==> src/rtl/wb_arb_pkg.sv <==
// wb_arb_pkg: shared FSM encoding, Wishbone cycle-type constants and field widths for the RAM arbiter
package wb_arb_pkg;
    localparam int ADR_W   = 32;
    localparam int DAT_W   = 32;
    localparam int SEL_W   = 4;
    localparam int CTI_W   = 3;
    localparam int BTE_W   = 2;
    localparam int STALL_W = 10;

    localparam logic [1:0] ST_IDLE  = 2'd0;
    localparam logic [1:0] ST_OWNED = 2'd1;
    localparam logic [1:0] ST_ERR   = 2'd2;

    localparam logic [CTI_W-1:0] CTI_CLASSIC = 3'b000;
    localparam logic [CTI_W-1:0] CTI_CONST   = 3'b001;
    localparam logic [CTI_W-1:0] CTI_INCR    = 3'b010;
    localparam logic [CTI_W-1:0] CTI_EOB     = 3'b111;

    localparam logic [BTE_W-1:0] BTE_LINEAR = 2'b00;
    localparam logic [BTE_W-1:0] BTE_WRAP4  = 2'b01;
    localparam logic [BTE_W-1:0] BTE_WRAP8  = 2'b10;
    localparam logic [BTE_W-1:0] BTE_WRAP16 = 2'b11;

    function automatic logic [STALL_W-1:0] sat_inc(input logic [STALL_W-1:0] v);
        return (&v) ? v : v + STALL_W'(1);
    endfunction
endpackage

==> src/rtl/wb_rr_pick.sv <==
// wb_rr_pick: combinational round-robin picker, first requester after i_last wins
module wb_rr_pick
    import wb_arb_pkg::*;
#(
    parameter int N  = 3,
    parameter int IW = 2
) (
    input  logic [N-1:0]  i_req,
    input  logic [IW-1:0] i_last,
    output logic [N-1:0]  o_gnt
);
    logic [31:0]  w_sh;
    logic [N-1:0] w_rot;
    logic [N-1:0] w_iso;

    // rotate so bit 0 is the master after i_last, isolate lowest set bit, rotate back
    assign w_sh  = 32'(i_last) + 32'd1;
    assign w_rot = N'({i_req, i_req} >> w_sh);
    assign w_iso = w_rot & (~w_rot + N'(1));
    assign o_gnt = N'(({w_iso, w_iso} << w_sh) >> N);
endmodule

==> src/rtl/wb_mem_arbiter.sv <==
// wb_mem_arbiter: round-robin Wishbone arbiter giving several masters access to one RAM slave,
// with a stall watchdog that terminates hung transfers with a bus error
module wb_mem_arbiter
    import wb_arb_pkg::*;
#(
    parameter int NUM_MASTERS = 3,
    parameter int TIMEOUT     = 255
) (
    input  logic                         wb_clk_i,
    input  logic                         wb_rst_n_i,
    input  logic [NUM_MASTERS*ADR_W-1:0] wbm_adr_i,
    input  logic [NUM_MASTERS*DAT_W-1:0] wbm_dat_i,
    input  logic [NUM_MASTERS*SEL_W-1:0] wbm_sel_i,
    input  logic [NUM_MASTERS-1:0]       wbm_we_i,
    input  logic [NUM_MASTERS-1:0]       wbm_cyc_i,
    input  logic [NUM_MASTERS-1:0]       wbm_stb_i,
    input  logic [NUM_MASTERS*CTI_W-1:0] wbm_cti_i,
    input  logic [NUM_MASTERS*BTE_W-1:0] wbm_bte_i,
    output logic [DAT_W-1:0]             wbm_dat_o,
    output logic [NUM_MASTERS-1:0]       wbm_ack_o,
    output logic [NUM_MASTERS-1:0]       wbm_err_o,
    output logic [NUM_MASTERS-1:0]       wbm_rty_o,
    output logic [ADR_W-1:0]             wbs_adr_o,
    output logic [DAT_W-1:0]             wbs_dat_o,
    output logic [SEL_W-1:0]             wbs_sel_o,
    output logic                         wbs_we_o,
    output logic                         wbs_cyc_o,
    output logic                         wbs_stb_o,
    output logic [CTI_W-1:0]             wbs_cti_o,
    output logic [BTE_W-1:0]             wbs_bte_o,
    input  logic [DAT_W-1:0]             wbs_dat_i,
    input  logic                         wbs_ack_i,
    input  logic                         wbs_err_i,
    input  logic                         wbs_rty_i,
    output logic [NUM_MASTERS-1:0]       grant_o
);
    localparam int IW = (NUM_MASTERS > 1) ? $clog2(NUM_MASTERS) : 1;

    logic [1:0]             r_state;
    logic [NUM_MASTERS-1:0] r_grant;
    logic [IW-1:0]          r_owner;
    logic [IW-1:0]          r_last;
    logic [STALL_W-1:0]     r_stall;
    logic [NUM_MASTERS-1:0] w_pick;
    logic [IW-1:0]          w_pick_idx;
    logic                   w_owned;
    logic                   w_err_st;
    logic                   w_term;
    logic                   w_owner_cyc;
    logic                   w_timeout;

    wb_rr_pick #(.N(NUM_MASTERS), .IW(IW)) u_pick (
        .i_req  (wbm_cyc_i),
        .i_last (r_last),
        .o_gnt  (w_pick)
    );

    always_comb begin
        w_pick_idx = '0;
        for (int m = 0; m < NUM_MASTERS; m++)
            if (w_pick[m]) w_pick_idx = IW'(m);
    end

    assign w_owned     = r_state == ST_OWNED;
    assign w_err_st    = r_state == ST_ERR;
    assign w_term      = wbs_ack_i | wbs_err_i | wbs_rty_i;
    assign w_owner_cyc = |(wbm_cyc_i & r_grant);
    assign w_timeout   = wbs_stb_o && !w_term && (r_stall == STALL_W'(TIMEOUT - 1));

    assign grant_o   = r_grant;
    assign wbm_dat_o = w_owned ? wbs_dat_i : '0;
    assign wbm_ack_o = (w_owned && wbs_ack_i) ? r_grant : '0;
    assign wbm_rty_o = (w_owned && wbs_rty_i) ? r_grant : '0;
    assign wbm_err_o = (w_err_st || (w_owned && wbs_err_i)) ? r_grant : '0;

    // slave side mirrors the owner only while OWNED; ERR and IDLE drive zeros
    always_comb begin
        wbs_adr_o = '0;
        wbs_dat_o = '0;
        wbs_sel_o = '0;
        wbs_we_o  = 1'b0;
        wbs_cyc_o = 1'b0;
        wbs_stb_o = 1'b0;
        wbs_cti_o = '0;
        wbs_bte_o = '0;
        for (int m = 0; m < NUM_MASTERS; m++) begin
            if (w_owned && r_grant[m]) begin
                wbs_adr_o = wbm_adr_i[ADR_W*m +: ADR_W];
                wbs_dat_o = wbm_dat_i[DAT_W*m +: DAT_W];
                wbs_sel_o = wbm_sel_i[SEL_W*m +: SEL_W];
                wbs_we_o  = wbm_we_i[m];
                wbs_cyc_o = wbm_cyc_i[m];
                wbs_stb_o = wbm_stb_i[m];
                wbs_cti_o = wbm_cti_i[CTI_W*m +: CTI_W];
                wbs_bte_o = wbm_bte_i[BTE_W*m +: BTE_W];
            end
        end
    end

    always_ff @(posedge wb_clk_i or negedge wb_rst_n_i) begin
        if (!wb_rst_n_i) begin
            r_state <= ST_IDLE;
            r_grant <= '0;
            r_owner <= '0;
            r_last  <= IW'(NUM_MASTERS - 1);
            r_stall <= '0;
        end else begin
            r_stall <= (!wbs_stb_o || w_term) ? '0 : sat_inc(r_stall);
            case (r_state)
                ST_IDLE: begin
                    if (|wbm_cyc_i) begin
                        r_state <= ST_OWNED;
                        r_grant <= w_pick;
                        r_owner <= w_pick_idx;
                    end
                end
                ST_OWNED: begin
                    if (!w_owner_cyc) begin
                        r_state <= ST_IDLE;
                        r_grant <= '0;
                        r_last  <= r_owner;
                    end else if (w_timeout) begin
                        r_state <= ST_ERR;
                    end
                end
                default: begin
                    r_state <= ST_IDLE;
                    r_grant <= '0;
                    r_last  <= r_owner;
                end
            endcase
        end
    end
endmodule

==> config.mk <==
export PLATFORM = sky130hd
export DESIGN_NAME = wb_mem_arbiter
export DESIGN_NICKNAME = d
export VERILOG_FILES = /design/src/rtl/wb_arb_pkg.sv /design/src/rtl/wb_rr_pick.sv /design/src/rtl/wb_mem_arbiter.sv
export SDC_FILE = /design/constraint.sdc
export NUM_CORES = 1
export LEC_CHECK = 0
export CELL_PAD_IN_SITES_DETAIL_PLACEMENT = 0
export CELL_PAD_IN_SITES_GLOBAL_PLACEMENT = 2
export CORE_MARGIN = 4
export CORE_UTILIZATION = 10
export CTS_CLUSTER_DIAMETER = 120
export DETAILED_ROUTE_END_ITERATION = 10
export PLACE_DENSITY_LB_ADDON = 0.1
export SETUP_SLACK_MARGIN = 0.2
export SLEW_MARGIN = 30
export SYNTH_ARGS = -nofsm -noshare
export SYNTH_HDL_FRONTEND = slang
export SYNTH_SLANG_ARGS = --single-unit
==> constraint.sdc <==
create_clock -name wb_clk_i -period 1.88 [get_ports wb_clk_i]
set_clock_uncertainty 0.2 [all_clocks]
set_input_delay 0.188 -clock wb_clk_i [delete_from_list [all_inputs] [get_ports wb_clk_i]]
set_output_delay 0.188 -clock wb_clk_i [all_outputs]
set_load 0.1 [all_outputs]
==> flow_summary.json, run 1 <==
{
  "status": "complete, but fails checks",
  "violations": "setup timing",
  "hpwl_mm": 18.5,
  "numCtsBuffers": 3,
  "p_int_mw": 7.93,
  "wirelength_mm": 23.8,
  "fp.dieW_microns": 177,
  "chipHeight_microns": 177,
  "fp.coreArea_sq_mm": 0.0279,
  "power_frac_comb_pct": 94.7,
  "worst_pin_slew_ns": 0.370,
  "synth_cells": 436,
  "end_kind": "output pin",
  "cts.sinks": 19,
  "tritoncts": "done",
  "hold_viol": 0,
  "synth_nets": 704,
  "grt_pass1_wl_mm": 32.4,
  "design_area_sq_mm": 0.0104,
  "arrival_ns": 1.90,
  "cts.clk_slew.worst_paths_ns": 0.06,
  "synth.avg_cell_area_sq_um": 6.53,
  "pre_cts_slack_ns": -0.224,
  "io_pins": 385,
  "syn_to_final_growth_pct": 265,
  "relSlewSlack_pct": 75.0,
  "cts_buffer_depth": 2,
  "startpoint_type": "flop",
  "grt_use_total_pct": 13.3,
  "vias_per_cell": 4.09,
  "die_area_sq_mm": 0.0313,
  "gp_congestion": 0.752,
  "final_nets": 1112,
  "vias": 5007,
  "ant_nets": 0,
  "num_rows": 61,
  "fin_crit_sh_pct": 122,
  "syn_area_sq_mm": 0.00285,
  "drt_iter0_markers": 116,
  "wl_per_cell_microns": 19.5,
  "grt_pass1_vias": 5095,
  "max_clock_freq_ghz": 0.436,
  "clkPwrFrac_pct": 2.2,
  "yosysUniqueCellTypes": 48,
  "yosys.area.top_type": "a22oi_1",
  "hold_class": "input port to async pin",
  "rsz0062_at_grt": "true",
  "fillCellCount": 2793,
  "crit_type": "flop to output pin",
  "overflow": 0,
  "dr.pass1.iters": 4,
  "antenna_found_initial": 3,
  "root_buffer": "clkbuf_16",
  "synth_top_area_share_pct": 19.8,
  "swShare_pct": 60.2,
  "ys.flop_type": "dfrtp_1",
  "fin_ws_ns": -0.412,
  "finalPower_mw": 19.9,
  "place_area_sq_mm": 0.00963,
  "synth-edff-count": 0,
  "yosys_warnings": 0,
  "required_ns": 1.49,
  "critPathMaxFanout": 5,
  "cap_viol_max_count": 0,
  "drc": 0,
  "drive_gt1_share_pct": 45.9,
  "ys_seq_area_share_pct": 16.7,
  "seqPwrFrac_pct": 3.0,
  "cts_htree_levels": 1,
  "grt_max_degree": 42,
  "start_util_pct": 10.2,
  "setup-violations-final": 134,
  "net-switching-power_mw": 12.0,
  "finalSetupTns_ns": -39.80,
  "synth_seq_cells": 19,
  "clkLatencyLatePin_ns": 0.25,
  "synth_area_leaders": "a22oi_1, dfrtp_1, a21oi_1, nor2_1, and2_1",
  "drv_slew": 0,
  "power_density_mw_per_mm2": 1920,
  "ir_drop_uv": 1100,
  "io_buffers": 384,
  "holdWs_ns": 0.0795,
  "p_leak_nw": 3.76,
  "holdBufCountCts": 0,
  "fin_crit_ns": 2.29,
  "async_flop_share_pct": 100
}
## state kept, by name, summed over array words and instances (netlist names)
signal	count
r_state	2
grant_o	3
r_stall	10
r_owner	2
r_last	2
## cells in the final DEF (no fill, tap or decap), drive strengths merged, types with 2 or more instances in the layout
cell	Yosys	final
a211oi	4	4
xor2	3	3
o211ai	2	2
nand3	4	4
buf	24	178
nor3	4	4
nor4bb	2	2
or4b	2	2
nand2	21	21
a22oi	75	75
and4b	3	3
inv	3	3
and3b	3	3
nor2	87	87
clkdlybuf4s50	0	262
mux2	3	3
and3	5	5
a2bb2oi	2	2
a21oi	78	78
dfrtp	18	18
clkbuf	19	6
ha	3	3
dlygate4sd2	0	2
diode	0	2
o21ai	10	10
nand4	3	3
nor3b	2	2
nand2b	4	4
and2	37	37
a311oi	2	2
## worst max-delay path, cell delays in order, from the launching register on
cell and delay (ns):
dfrtp_4 0.47, and4bb_4 0.41, buf_12 0.15, clkbuf_16 0.16, a22oi_2 0.07, a21oi_4 0.18, buf_12 0.19
## worst paths after layout
kind | cells after the start | slack [ns] | to | from
setup / recovery | 6 | -0.41 | wbs_dat_o[26] | grant_o[1]
hold / removal | 2 | 0.08 | r_stall[4] | wb_rst_n_i
setup reg to reg | 5 | -0.18 | r_last[0] | grant_o[1]
hold reg to reg | 2 | 0.28 | r_owner[0] | r_owner[0]
max in group asynchronous | 2 | 1.13 | r_last[1] | wb_rst_n_i
min in group wb_clk_i | 2 | 0.28 | r_owner[0] | r_owner[0]
## power groups by stage
stage / registers (mW) / logic (mW) / clock network (mW)
after floorplan: 0.748 / 11.5 / 0
after global placement: 0.613 / 18.1 / 0
after detailed placement: 0.612 / 18.2 / 0
after CTS: 0.604 / 18.6 / 0.460
after global routing: 0.618 / 19.4 / 0.484
final: 0.605 / 18.9 / 0.442
## metal layers
| layer | vias to the layer above | global-route usage, % | part of all wire (%) |
|---|---|---|---|
| met2 | 215 | 25.8 | 55 |
| li1 | 2411 | - | - |
| met5 | - | 0 | 0.055 |
| met1 | 2363 | 14.5 | 36 |
| met4 | 2 | 1.81 | 1.3 |
| met3 | 16 | 3.74 | 8.0 |
## layout make-up
cell class | instances | area (sq um) | area share [%]
Inverter | 3 | 11.3 | 0.108
Clock buffer | 3 | 75.1 | 0.722
Timing Repair Buffer | 446 | 5870 | 56.5
Multi-Input combinational cell | 371 | 3470 | 33.3
Antenna cell | 2 | 5.00 | 0.0482
Tap cell | 378 | 473 | 4.55
Clock inverter | 1 | 5.00 | 0.0482
Sequential cell | 19 | 489 | 4.71
## cells in the mapped netlist (4+ instances only)
master / n
nor3_1: 4
clkbuf_1: 19
nand2b_1: 4
a22oi_1: 75
buf_2: 21
nand2_1: 20
o21ai_0: 7
a21oi_1: 78
and2_1: 37
dfrtp_1: 18
and3_1: 5
nand3_1: 4
nor2_1: 87
## repair_timing
action	4_1_cts	5_1_grt
setup buffers	4	7
pin swaps	5	35
gates resized for setup	37	62
setup endpoints to repair	136	136
gates cloned	3	5
endpoints found under the hold margin	0	0
## metrics by stage
step,std cells,util (%)
6_report,1223,37.2
3_5_place_dp,1198,34.5
5_1_grt,1223,37.2
3_3_place_gp,1198,34.5
2_1_floorplan,436,-
4_1_cts,1209,35.7
## kinds of logic (layout without fill, tap and decap cells)
kind of cell | Yosys count | in the layout | synth area share [%]
compound gates | 177 | 177 | 39.9
xor+xnor | 4 | 4 | 1.23
fa+ha+maj | 3 | 3 | 1.32
buf+inv | 46 | 453 | 7.25
flops | 19 | 19 | 16.7
mux | 4 | 4 | 1.54
other cells | 0 | 2 | 0
simple gates | 183 | 183 | 32.1
Note: power is estimated with default switching activity, not from simulation.
==> inputs of run 2 (changes only) <==
Settings changed: CORE_AREA set to 4 4 148 150, CORE_MARGIN 4 to not set, CORE_UTILIZATION 10 to not set, DIE_AREA set to 0 0 152 154, DONT_BUFFER_PORTS set to 1.
==> run 2 against run 1 <==
Effect of this change: setup slack improved by 0.013 ns; core utilization is 0.28 points higher; non-clock buffer count fell by 241; global-route usage up 1.4 points; first-iteration DRC count is 41% higher; flip-flop and latch count did not move; critical endpoint is now wbs_adr_o[0]; cell count is 28% lower; the run still ends with setup timing left; wire length down 19%; critical path depth shrank 1; die area fell by 25%; via count fell by 18%.
==> flow_summary.json, run 2 (synthesis gave the netlist of run 1 again) <==
{
  "cts.sinks": 19,
  "crit_path_top_delay_cell": "dfrtp_4",
  "ant_nets": 0,
  "cts.clk_slew.worst_paths_ns": 0.06,
  "end_kind": "output pin",
  "io_buffers": 0,
  "cap_viol_max_count": 0,
  "reg2reg_slack_ns": -0.22,
  "seq_area_sq_um": 489,
  "grt_pass1_vias": 4254,
  "fillCellCount": 2031,
  "hold_viol": 0,
  "drc": 0,
  "fp.dieW_microns": 152,
  "num_rows": 53,
  "relSlewSlack_pct": 33.1,
  "antenna_found_initial": 0,
  "drt_iter0_markers": 164,
  "hpwl_mm": 15.8,
  "drv_slew": 0,
  "cts_htree_levels": 1,
  "path_cells": "and4bb_4 -> buf_12 -> a22oi_1 -> a21oi_4 -> buf_12",
  "numCtsBuffers": 3,
  "die_area_sq_mm": 0.0234,
  "gp_congestion": 0.831,
  "clkLatencyLatePin_ns": 0.24,
  "overflow": 0,
  "syn_to_final_growth_pct": 172,
  "grt_pass1_wl_mm": 27.2,
  "top_register": "r_stall",
  "status": "complete, but fails checks",
  "cpPeakStageDelay_ns": 0.47,
  "vias": 4113,
  "chipHeight_microns": 154,
  "largest_register_ffs": 10,
  "multi_input_comb_area_sq_mm": 0.00342,
  "critPathMaxFanout": 32,
  "wirelength_mm": 19.2,
  "fin_crit_ns": 2.28,
  "rsz0062_at_grt": "true",
  "antennaDiodeCount": 0,
  "violations": "setup timing",
  "io_pins": 385,
  "dpl.cell_count": 850,
  "cpMostUsedCell": "buf_12",
  "start_util_pct": 13.8,
  "grt_max_degree": 56,
  "fin_crit_sh_pct": 121,
  "max_clock_freq_ghz": 0.439,
  "vias_per_cell": 4.68,
  "layout.cells.non_filler": 878,
  "wl_per_cell_microns": 21.9,
  "final_common_cell": "buf_12",
  "grt_use_total_pct": 14.7,
  "tritoncts": "done",
  "drive_gt1_share_pct": 65.7,
  "fin_ws_ns": -0.399,
  "hold_class": "input port to flop",
  "layout_common_cells": "buf_12, a21oi_4, a22oi_1",
  "arrival_ns": 1.89,
  "crit_type": "flop to output pin",
  "root_buffer": "clkbuf_16",
  "fp.coreArea_sq_mm": 0.0207,
  "cts_buffer_depth": 2,
  "dr.pass1.iters": 4,
  "required_ns": 1.49,
  "worst_pin_slew_ns": 0.996,
  "setup-violations-final": 130,
  "final_nets": 872,
  "startpoint_type": "flop"
}
==> run 2: cell count changes in the layout (fill, tap and decap cells not counted), moves of 3 or more <==
| cell | delta |
|---|---|
| buf_8 | +3 |
| nor2_2 | +5 |
| buf_6 | +7 |
| nor2_1 | -7 |
| buf_4 | +13 |
| a22oi_1 | +26 |
| a22oi_2 | -26 |
| clkdlybuf4s50_1 | -262 |
==> run 2: area by class of cell <==
cell class	instances	area share [%]
Timing Repair Buffer	205	44.0
Inverter	3	0.145
Clock inverter	1	0.0645
Tap cell	275	4.44
Clock buffer	3	0.968
Multi-Input combinational cell	372	44.1
Sequential cell	19	6.31
==> run 2: final timing paths <==
kind	depth (start not counted)	from	endpoint
max in group asynchronous	2	wb_rst_n_i	grant_o[2]
min in group asynchronous	2	wb_rst_n_i	r_owner[0]
worst min-delay path	3	wbm_cyc_i[1]	grant_o[0]
worst max-delay path	5	grant_o[1]	wbs_adr_o[0]
worst min register to register	1	r_stall[7]	r_stall[7]
worst max register to register	10	r_state[1]	r_stall[8]
==> run 2: per-stage QoR <==
stage / utilization, % / TNS (ns) / setup slack [ns] / cell area (sq um) / hold slack, ns
finish: 37.5 / -41.14 / -0.399 / 7750 / 0.0224
global route: 37.5 / -50.31 / -0.454 / 7750 / 0.0476
CTS: 36.1 / -36.98 / -0.395 / 7470 / 0.0360
detailed placement: 33.6 / -9.03 / -0.169 / 6950 / -0.306
global placement: 33.6 / -5.94 / -0.118 / 6950 / -0.306
floorplan: - / -38.45 / -0.472 / 3950 / -0.308
==> run 2: worst max-delay path, delay by kind of cell, from the launching register on <==
kind / cells / cell delay (ns)
AND/OR/NAND/NOR: 1 / 0.39
buffers and inverters: 2 / 0.40
flip-flops: 1 / 0.47
AO/OA/AOI/OAI: 2 / 0.35
==> run 2: metal layers <==
metal	GRT usage (%)	part of all wire [%]	routed length, microns	up-vias
li1	-	-	-	1938
met1	17.9	38	7370	1962
met2	27.9	55	10600	201
met3	2.53	5.6	1080	12
met4	1.33	1.2	225	0
met5	0	0	0	-
==> run 2: what timing repair did <==
item | CTS | global route
pin swaps | 7 | 12
endpoints found under the setup margin | 136 | 136
hold buffers | 1 | 1
cloned | 6 | 3
endpoints found under the hold margin | 19 | 18
resized for setup | 59 | 47
buffers inserted | 9 | 4
Power of run 2 is left out: the tool's default activity adds up to more than one toggle a clock period on the data nets, which glitch-free logic cannot reach.
